==> src/rtl/br_resolve.sv <==
// br_resolve: resolves EX control-flow predictions, redirects fetch on a mispredict, trains the predictor and counts accuracy
// Ports:
//   clk, rst                     clock, synchronous active-high reset
//   ex_valid .. br_en            resolved br/jal/jalr packet from EX and its actual outcome
//   redirect_valid/pc/ready      corrected-PC handshake towards fetch
//   flush, stall_ex              kill IF/ID, hold EX while a redirect is in progress
//   upd_valid/pc/taken           one-cycle direction-predictor training pulse
//   c_total, c_mispredict        saturating counts of resolved / mispredicted predicted branches
module br_resolve #(
    parameter int FLUSH_CYCLES = 2,
    parameter int CNT_W        = 32
) (
    input  logic             clk,
    input  logic             rst,
    input  logic             ex_valid,
    input  logic [31:0]      ex_pc,
    input  logic             ex_predicted,
    input  logic             ex_prediction,
    input  logic [31:0]      ex_target,
    input  logic [31:0]      ex_alt,
    input  logic             ex_jalr,
    input  logic [31:0]      ex_jalr_target,
    input  logic             br_en,
    output logic             redirect_valid,
    output logic [31:0]      redirect_pc,
    input  logic             redirect_ready,
    output logic             flush,
    output logic             stall_ex,
    output logic             upd_valid,
    output logic [31:0]      upd_pc,
    output logic             upd_taken,
    output logic [CNT_W-1:0] c_total,
    output logic [CNT_W-1:0] c_mispredict
);
    typedef enum logic [1:0] {IDLE, REDIRECT, DRAIN} state_t;
    localparam int DW = $clog2(FLUSH_CYCLES + 2);
    localparam logic [DW-1:0] DRAIN_LEN = DW'(FLUSH_CYCLES);
    state_t            state_q, state_d;
    logic [DW-1:0]     drain_q, drain_d;
    logic [31:0]       pc_q, pc_d;
    logic              upd_valid_q, upd_valid_d;
    logic [31:0]       upd_pc_q, upd_pc_d;
    logic              upd_taken_q, upd_taken_d;
    logic [CNT_W-1:0]  c_total_q, c_total_d;
    logic [CNT_W-1:0]  c_mis_q, c_mis_d;
    logic              accept, counted, wrong, need_redirect;
    // fetch already follows ex_target; only the other candidate can be a correction
    logic              unused_target;
    assign unused_target = ^ex_target;
    always_comb begin
        accept        = ex_valid && state_q == IDLE;
        counted       = accept && ex_predicted && !ex_jalr;
        wrong         = ex_prediction != br_en;
        need_redirect = accept && (ex_jalr || (ex_predicted && wrong));
        state_d       = state_q;
        drain_d       = drain_q;
        unique case (state_q)
            IDLE:     state_d = need_redirect ? REDIRECT : IDLE;
            REDIRECT: begin
                state_d = redirect_ready ? (FLUSH_CYCLES > 0 ? DRAIN : IDLE) : REDIRECT;
                drain_d = DRAIN_LEN;
            end
            DRAIN: begin
                state_d = drain_q <= 1 ? IDLE : DRAIN;
                drain_d = drain_q - 1'b1;
            end
            default:  state_d = IDLE;
        endcase
        // captured on entry to REDIRECT, held through the handshake, zeroed whenever IDLE is next
        pc_d        = state_d == IDLE ? '0 :
                      state_q == IDLE ? (ex_jalr ? ex_jalr_target : ex_alt) : pc_q;
        upd_valid_d = counted;
        upd_pc_d    = counted ? ex_pc : '0;
        upd_taken_d = counted && br_en;
        c_total_d   = c_total_q + CNT_W'(counted && ~&c_total_q);
        c_mis_d     = c_mis_q + CNT_W'(counted && wrong && ~&c_mis_q);
    end
    always_ff @(posedge clk) begin
        if (rst) begin
            state_q     <= IDLE;
            drain_q     <= '0;
            pc_q        <= '0;
            upd_valid_q <= 1'b0;
            upd_pc_q    <= '0;
            upd_taken_q <= 1'b0;
            c_total_q   <= '0;
            c_mis_q     <= '0;
        end else begin
            state_q     <= state_d;
            drain_q     <= drain_d;
            pc_q        <= pc_d;
            upd_valid_q <= upd_valid_d;
            upd_pc_q    <= upd_pc_d;
            upd_taken_q <= upd_taken_d;
            c_total_q   <= c_total_d;
            c_mis_q     <= c_mis_d;
        end
    end
    assign redirect_valid = state_q == REDIRECT;
    assign redirect_pc    = pc_q;
    assign flush          = state_q != IDLE;
    assign stall_ex       = state_q != IDLE;
    assign upd_valid      = upd_valid_q;
    assign upd_pc         = upd_pc_q;
    assign upd_taken      = upd_taken_q;
    assign c_total        = c_total_q;
    assign c_mispredict   = c_mis_q;
endmodule

==> config.mk <==
export PLATFORM = sky130hd
export DESIGN_NAME = br_resolve
export DESIGN_NICKNAME = d
export VERILOG_FILES = /design/src/rtl/br_resolve.sv
export SDC_FILE = /design/constraint.sdc
export NUM_CORES = 1
export LEC_CHECK = 0
export CAP_MARGIN = 15
export CORE_AREA = 2 2 117 119
export CTS_CLUSTER_DIAMETER = 200
export CTS_CLUSTER_SIZE = 14
export DETAILED_ROUTE_END_ITERATION = 8
export DIE_AREA = 0 0 119 121
export PLACE_DENSITY = 0.84
export SETUP_SLACK_MARGIN = 0.1
export SYNTH_ARGS = -nofsm -noshare
export SYNTH_HDL_FRONTEND = slang
export SYNTH_SLANG_ARGS = --single-unit
==> constraint.sdc <==
create_clock -name clk -period 4.9 [get_ports clk]
set_input_delay 0.735 -clock clk [delete_from_list [all_inputs] [get_ports clk]]
set_output_delay 0.735 -clock clk [all_outputs]
set_load 0.1 [all_outputs]
* After elaboration in Yosys (flattened, before gate mapping)
Index checks and enable logic that the tools add are counted.
** Operators by class
- Reductions and logical operators :: 21
- Eq/ne operators :: 3
- Bitwise logic cells :: 1
- $add $sub $neg :: 3
- Order comparisons :: 1
- Mux-type cells :: 6
** Operator list (count)
- $add A32 B1 Y32 :: 2
- $reduce_and A32 Y1 :: 2
- $mux W32 :: 1
- $logic_and A1 B1 Y1 :: 9
- $pmux W2 S3 :: 1
- $logic_not A2 Y1 :: 2
- $mux W2 :: 2
- $pmux W2 S2 :: 1
- $reduce_bool A2 Y1 :: 2
- $reduce_or A2 Y1 :: 2
- $logic_not A1 Y1 :: 3
- $eq A2 B1 Y1 const B :: 1
- $eq A2 B2 Y1 const B :: 1
- $le A2 B1 Y1 const B :: 1
- $sub A2 B1 Y2 const B :: 1
- $logic_or A1 B1 Y1 :: 1
- $mux W1 :: 1
- $ne A1 B1 Y1 :: 1
- $not A1 Y1 :: 1
** Word-level totals
- Logic and storage cells :: 43
- Output and inout bits :: 133
- Register bits after elaboration :: 134
- Input bits :: 136

* Depth between registers and ports, before layout
Gate-level depths: netlist (run 1).
- Word-level depth :: 8
- Depth in mapped cells :: 13

* Least setup slack after synthesis (run 1)
No wires, ideal clock.
- Path kind :: reg-to-reg
- Start point :: register c_total_q[12], in the netlist c_total[12]
- End point :: register c_total_q[20], in the netlist c_total[20]
- Arrival :: 3.396 ns
- Stages on the path, launching flop included :: 14
- Setup slack :: 1.383 ns
- Data required time :: 4.779 ns
- Cell sequence :: dfxtp_1 -> and4_1 -> nand4_1 -> buf_4 -> clkbuf_8 -> nor3b_1 -> a21oi_1 -> ha_1 -> ha_1 -> and3_2 -> clkbuf_1 -> nand3_1 -> nor3_1 -> mux2_2
** On the way
- Cells in the longest elaborated chain, start to end :: 4
** RTL lines
- start: declaration :: RTL line 44 : logic [CNT_W-1:0] c_total_q, c_total_d;
- start signal: assignment :: RTL line 95 : c_total_q <= c_total_d;
- $reduce_and A32 Y1 :: RTL line 75 : c_total_d = c_total_q + CNT_W'(counted && ~&c_total_q);
- $logic_not A1 Y1 :: RTL line 75
- $logic_and A1 B1 Y1 :: RTL line 75
- $add A32 B1 Y32 * :: RTL line 75
Every way passes the cells marked *; elsewhere a longest branch is shown, timed or not.
A chain may end at the register's enable or synchronous reset.

* Final worst setup path (run 1)
- Start point :: input br_en
- End point :: register c_mis_q[30], in the netlist c_mispredict[30]
** On the way
- Cells in the longest elaborated chain, start to end :: 4
** RTL lines
- start: declaration :: RTL line 23 : input logic br_en,
- $ne A1 B1 Y1 :: RTL line 53 : wrong = ex_prediction != br_en;
- $logic_and A1 B1 Y1 (2 in a row) :: RTL line 76 : c_mis_d = c_mis_q + CNT_W'(counted && wrong && ~&c_mis_q);
- $add A32 B1 Y32 :: RTL line 76
- end signal: assignment :: RTL line 96 : c_mis_q <= c_mis_d;
- end: declaration :: RTL line 45 : logic [CNT_W-1:0] c_mis_q, c_mis_d;
No other way between the ends.

==> results by group, run 1 <==
Clock tree
  – Clock buffer depth: 2
  – CTS tree: done
  – Root buffer cell: clkbuf_16
  – # Post-CTS Setup Buffers: 0
  – Clock latency at the later pin of the worst-skew pair: 420 ps
  – Clk sinks: 134
  – CTS resizes: 0
  – CTS Hold Bufs: 0
  – H-tree Lvls: 4
  – Clk slew on worst S/H paths: 60 ps
  – CTS Buf Count: 17

Logic synthesis
  – Syn_nets: 747
  – Synth area leader: dfxtp_1
  – Post-Syn Area: 5650 sq um
  – Sequential share of the synthesized area: 47.5%
  – Syn_area_per_cell: 9.39 sq um
  – Yosys top cell area share: 47.5%
  – Top post-synthesis cells by area: dfxtp_1, mux2i_1, a2111oi_0, nor2_1, and2_1
  – Yosys Warn Count: 0
  – Synth Register Bits: 134
  – Cell variety after synth: 42
  – Ys async rst share: 0%
  – Syn Inst Count: 602
  – Number of enable flip-flop cells after synthesis: 0
  – Primary FF master, synth: dfxtp_1

Cells and area
  – Commonest non-fill, non-tap cells in the layout: clkdlybuf4s50_1, dfxtp_1, nor2_1, a21oi_1, and2_1
  – ANT cells: 0
  – FF+latch area: 2680 sq um
  – Nets: 961
  – Final Non-Filler Cells: 1005
  – Footprint of the multi-input gates: 2720 sq um
  – Filler cell count: 991
  – Most common cell after layout, fill and taps aside: clkdlybuf4s50_1
  – Area grow syn2layout: 52.3%
  – Share of cells above drive strength 1: 4.95%

Min path
  – Worst hold path type: flop to flop

Pwr
  – Max VDD drop: 0.000178 V
  – P_sw: 0.766 mW
  – PwrDens: 322 nW/um^2
  – Pleak: 3.06 nW
  – Seq pwr share: 40.9%
  – Clock power frac: 43.1%
  – Comb pwr share: 16.1%
  – Switching Share: 27.7%
  – Pint: 2.00 mW

Worst setup path
  – Arr. time, crit path: 3900 ps
  – Required @ worst endpoint: 5240 ps
  – Max Fanout on Critical Path: 8
  – Kind of critical path: input pin to flop
  – Crit. End Element: flop
  – Startpoint Class: input pin
  – Worst R2R Setup Slack: 1440 ps

GRT
  – First-pass GRT wire length: 25700 microns
  – Antenna violations before repair: 0
  – Overflow after GRT: 0
  – Vias in the first global route: 5333
  – Largest net degree at the start of global routing: 70
  – Total track usage: 22.4%

Route
  – DR pass1 iterations: 4
  – Avg WL per Cell: 16.2 microns
  – Iteration-0 DRC Markers: 373
  – Antenna Violating Nets Remaining: 0
  – Drt total wl: 16200 microns
  – Detailed-route DRC error count: 0
  – DR vias/cell: 5.44
  – Via count of the routed design: 5467

Job
  – Max Cap Violations: 0

STA
  – Fin crit share: 72.8%
  – Pin slew with the least headroom to its limit: 1040 ps
  – Max-slew violations: 0
  – Minimum clock period after layout: 3570 ps
  – Slew margin rel.: 30.1%
  – Hold Fails Final Rpt: 0
  – Highest clock rate: 0.281 GHz
  – RSZ-0062 raised after global routing: false
  – Setup-failing EPs final: 0
  – Clock skew: 8.22 ps
  – Final setup TNS: 0 ps

Die
  – Full die area: 14400 sq um
  – # rows: 42
  – # IOs: 269
  – Die W: 119 microns
  – Initial Utilization: 43.2%
  – Core area: 13100 sq um
  – Chip height: 121 microns

Placement
  – Placed insts: 973
  – DP HPWL: 11400 microns
  – Port bufs: 236
  – Final Wtd Congestion: 0.779

Run status
  – Status: finished clean
per-stage QoR:
step	total power, mW	cell area [sq um]	utilization, %	hold WS [ps]	setup slack, ps
after floorplan	1.44	5650	-	462	1380
after global placement	1.59	8050	61.5	472	1120
after detailed placement	1.60	8050	61.5	487	1000
after CTS	2.79	8610	65.8	493	1340
after global routing	2.86	8610	65.8	522	1160
final	2.77	8610	65.8	492	1330
Yosys cell counts, drive strengths merged (2+ instances only):
cell / instances
or3: 11
buf: 9
nand3b: 2
nor2: 63
mux2i: 32
xnor2: 10
a2111oi: 32
nand3: 22
nand4: 22
dfxtp: 134
inv: 11
and4: 10
nand2b: 2
nor4: 5
nor3b: 2
and2: 35
a21oi: 35
clkbuf: 36
nor3: 4
o21ai: 10
xor2: 18
nand2: 21
and3: 6
ha: 9
or4: 25
o31ai: 22
nor2b: 5
state kept, by name (all words and copies together), names as in the netlist:
signal        flops
upd_valid         1
upd_taken         1
state_q           2
c_mispredict     32
c_total          32
drain_q           2
upd_pc           32
redirect_pc      32
path summary, 6_finish.rpt:
path,from,to,cells past startpoint
worst max-delay path,br_en,c_mispredict[30],9
worst max register to register,c_total[13],c_total[31],9
worst min register to register,redirect_pc[20],redirect_pc[20],2
worst min-delay path,redirect_pc[20],redirect_pc[20],2
power by group through the flow:
stage          registers, mW  logic (mW)  clock network (mW)
2_1_floorplan           1.33       0.105                   0
3_3_place_gp            1.15       0.436                   0
3_5_place_dp            1.15       0.444                   0
4_1_cts                 1.13       0.446                1.21
5_1_grt                 1.13       0.466                1.26
6_report                1.13       0.445                1.19
critical path, stage by stage:
cell and delay [ps]:
clkdlybuf4s50_1 480, xor2_1 460, nor3b_1 300, ha_1 250, ha_1 270, nand3_1 200
or4_1 600, or4_1 440, a21oi_1 150
final cells by class:
class                           count  share of cell area, %
Clock inverter                      8                  0.858
Sequential cell                   134                   31.2
Multi-Input combinational cell    411                   31.6
Inverter                           11                  0.480
Clock buffer                       24                   5.60
Tap cell                          176                   2.56
Timing Repair Buffer              241                   27.8
cells by family (layout without fill, tap and decap cells):
group / Yosys count / count (layout) / share of synthesized area, %
AOI/OAI and AO/OA: 103 / 103 / 12.4
xor gates and xnor gates: 28 / 28 / 4.34
adders and majority gates: 9 / 9 / 1.99
buffers and inverters: 57 / 284 / 4.58
DFF: 134 / 134 / 47.5
muxes: 33 / 33 / 5.87
and+or+nand+nor: 238 / 238 / 23.4
per-layer routing:
| layer | track usage (%) | part of all wire, % |
|---|---|---|
| met5 | 0 | 0 |
| met4 | 11.4 | 2.7 |
| met3 | 6.63 | 7.3 |
| met2 | 38.8 | 51 |
| met1 | 25.0 | 39 |
Note: power is estimated with default switching activity, not from simulation.
==> inputs of run 2 (changes only) <==
--- a/config.mk
+++ b/config.mk
@@ -6,12 +6,12 @@
 export NUM_CORES = 1
 export LEC_CHECK = 0
 export CAP_MARGIN = 15
-export CORE_AREA = 2 2 117 119
+export CORE_AREA = 2 2 121 123
 export CTS_CLUSTER_DIAMETER = 200
 export CTS_CLUSTER_SIZE = 14
 export DETAILED_ROUTE_END_ITERATION = 8
-export DIE_AREA = 0 0 119 121
-export PLACE_DENSITY = 0.84
+export DIE_AREA = 0 0 123 125
+export PLACE_DENSITY = 0.79
 export SETUP_SLACK_MARGIN = 0.1
 export SYNTH_ARGS = -nofsm -noshare
 export SYNTH_HDL_FRONTEND = slang
==> constraint.sdc (replaced) <==
create_clock -name clk -period 3.68 [get_ports clk]
set_input_delay 0.552 -clock clk [delete_from_list [all_inputs] [get_ports clk]]
set_output_delay 0.552 -clock clk [all_outputs]
set_load 0.1 [all_outputs]
==> results by group, run 2 (synthesized netlist as in run 1, its figures left out) <==
Route
  – DR vias/cell: 5.23 (was 5.44)
  – Via count of the routed design: 5317 (was 5467)
  – Drt total wl: 16000 microns (was 16200 microns)
  – Avg WL per Cell: 15.7 microns (was 16.2 microns)
  – DR pass1 iterations: 5 (was 4)
  – Iteration-0 DRC Markers: 301 (was 373)
  – Antenna Violating Nets Remaining: 0 (unchanged)
  – Detailed-route DRC error count: 0 (unchanged)

Worst setup path
  – Critical-path top delay cell: or4_1 (unchanged)
  – Worst path cell trace: and4_1 -> nand2_1 -> nor4_1 -> nor3b_1 -> ha_1 -> ha_1 -> nand3_1 -> or4_1 -> or4_1 -> a21oi_1 (was clkdlybuf4s50_1 -> xor2_1 -> nor3b_1 -> ha_1 -> ha_1 -> nand3_1 -> or4_1 -> or4_1 -> a21oi_1)
  – Buf+Inv Stages, Crit Path: 0 (was 1)
  – Arr. time, crit path: 3400 ps (was 3900 ps)
  – Kind of critical path: flop to flop (was input pin to flop)
  – Crit. End Element: flop (unchanged)
  – Required @ worst endpoint: 4020 ps (was 5240 ps)
  – Max Fanout on Critical Path: 13 (was 8)
  – Startpoint Class: flop (was input pin)
  – Crit path max-delay family: simple AND/OR/NAND/NOR gates (unchanged)
  – Slowest stage delay, CP: 580 ps (was 600 ps)

STA
  – Final setup TNS: 0 ps (unchanged)
  – RSZ-0062 raised after global routing: false (unchanged)
  – Slew margin rel.: 29.2% (was 30.1%)
  – Fin crit share: 83.0%
  – Setup-failing EPs final: 0 (unchanged)
  – Worst-case hold slack: 488 ps (was 492 ps)
  – Final WS setup: 625 ps (was 1330 ps)
  – Clock skew: 13.3 ps (was 8.22 ps)
  – Minimum clock period after layout: 3060 ps
  – Hold Fails Final Rpt: 0 (unchanged)
  – Pin slew with the least headroom to its limit: 1060 ps (was 1040 ps)
  – Max-slew violations: 0 (unchanged)
  – Highest clock rate: 0.327 GHz

Cells and area
  – FF+latch area: 2680 sq um (unchanged)
  – Nets: 966 (was 961)
  – Footprint of the multi-input gates: 2730 sq um (was 2720 sq um)
  – Final Non-Filler Cells: 1017 (was 1005)
  – Final Util: 61.5% (was 65.8%)
  – Filler cell count: 1224 (was 991)
  – Area grow syn2layout: 54.5% (was 52.3%)
  – Final Cell Area: 8730 sq um (was 8610 sq um)
  – Commonest non-fill, non-tap cells in the layout: clkdlybuf4s50_1, dfxtp_1, nor2_1, a21oi_1, and2_1 (unchanged)
  – Share of cells above drive strength 1: 6.00% (was 4.95%)
  – Most common cell after layout, fill and taps aside: clkdlybuf4s50_1 (unchanged)
  – ANT cells: 0 (unchanged)

GRT
  – First-pass GRT wire length: 25200 microns (was 25700 microns)
  – Overflow after GRT: 0 (unchanged)
  – Largest net degree at the start of global routing: 68 (was 70)
  – Global-route track usage on met3: 8.21% (was 6.63%)
  – Total track usage: 20.8% (was 22.4%)
  – Met2 GRT Util: 34.0% (was 38.8%)
  – Gr busiest metal: met2 (unchanged)
  – Met1 Use GR: 24.4% (was 25.0%)
  – Antenna violations before repair: 0 (unchanged)
  – Vias in the first global route: 4925 (was 5333)

Clock tree
  – Clk sinks: 134 (unchanged)
  – # Post-CTS Setup Buffers: 0 (unchanged)
  – CTS Hold Bufs: 0 (unchanged)
  – H-tree Lvls: 4 (unchanged)
  – CTS Buf Count: 17 (unchanged)
  – Clock latency at the later pin of the worst-skew pair: 420 ps (about the same)
  – CTS resizes: 0 (unchanged)
  – Root buffer cell: clkbuf_16 (unchanged)
  – Clk slew on worst S/H paths: 60 ps (about the same)
  – Clock buffer depth: 2 (unchanged)
  – CTS tree: done (unchanged)

Pwr
  – Max VDD drop: 0.000296 V (was 0.000178 V)
  – Pint: 2.86 mW (was 2.00 mW)
  – Seq pwr share: 38.4% (was 40.9%)
  – Clock power frac: 46.4% (was 43.1%)
  – PwrDens: 448 nW/um^2 (was 322 nW/um^2)
  – P_sw: 1.06 mW (was 0.766 mW)
  – Design Power: 3.92 mW (was 2.77 mW)
  – Switching Share: 27.0% (was 27.7%)
  – Comb pwr share: 15.1% (was 16.1%)
  – Pleak: 3.12 nW (was 3.06 nW)

Die
  – # rows: 44 (was 42)
  – # IOs: 269 (unchanged)
  – Core area: 14200 sq um (was 13100 sq um)
  – Chip height: 125 microns (was 121 microns)
  – Full die area: 15400 sq um (was 14400 sq um)
  – Die W: 123 microns (was 119 microns)
  – Initial Utilization: 39.8% (was 43.2%)

Run status
  – Status: finished clean (unchanged)

Placement
  – DP HPWL: 11200 microns (was 11400 microns)
  – Post-DP Area: 8100 sq um (was 8050 sq um)
  – Final Wtd Congestion: 0.817 (was 0.779)
  – Port bufs: 236 (unchanged)
  – DP Worst Slack: 192 ps (was 1000 ps)
  – Placed insts: 986 (was 973)

Job
  – Max Cap Violations: 0 (unchanged)

Min path
  – Worst hold path type: flop to flop (unchanged)
## run 2: changes by cell type in the layout (fill, tap and decap cells not counted), sizes merged
cell / previous run / this run
buf: 7 / 14
bufinv: 1 / 4
clkbuf: 24 / 20
clkdlybuf4s50: 234 / 232
clkinv: 5 / 3
inv: 11 / 13
## run 2: routing by layer
metal	vias up	part of all wire (%)
met1	2449	40
met4	0	2.5
met5	-	0
met2	194	49
met3	24	7.9
li1	2650	-
## run 2: path summary, 6_finish.rpt
kind	startpoint	end	slack (ps)	cells after the start
max	c_mispredict[3]	c_mispredict[26]	620	10
min	redirect_pc[10]	redirect_pc[10]	490	2
max reg2reg	c_mispredict[3]	c_mispredict[26]	620	10
min reg2reg	redirect_pc[10]	redirect_pc[10]	490	2
## run 2: tightest hold or removal path: stages (launching register included)
cell	delay (ps)
dfxtp_1	310
nor2_1	70
a2111oi_0	60
## run 2: area by class of cell
cell class                      instances  area share (%)
Sequential cell                       134            30.7
Multi-Input combinational cell        411            31.2
Inverter                               11           0.473
Timing Repair Buffer                  246            27.7
Clock inverter                         11            1.96
Tap cell                              184            2.64
Clock buffer                           20            5.23
## run 2: power by group through the flow
stage	clock network, mW	registers (mW)	logic (mW)
after floorplan	0	1.77	0.140
after global placement	0	1.53	0.591
final	1.82	1.50	0.592
after CTS	1.85	1.50	0.597
after detailed placement	0	1.54	0.593
after global routing	1.90	1.51	0.623
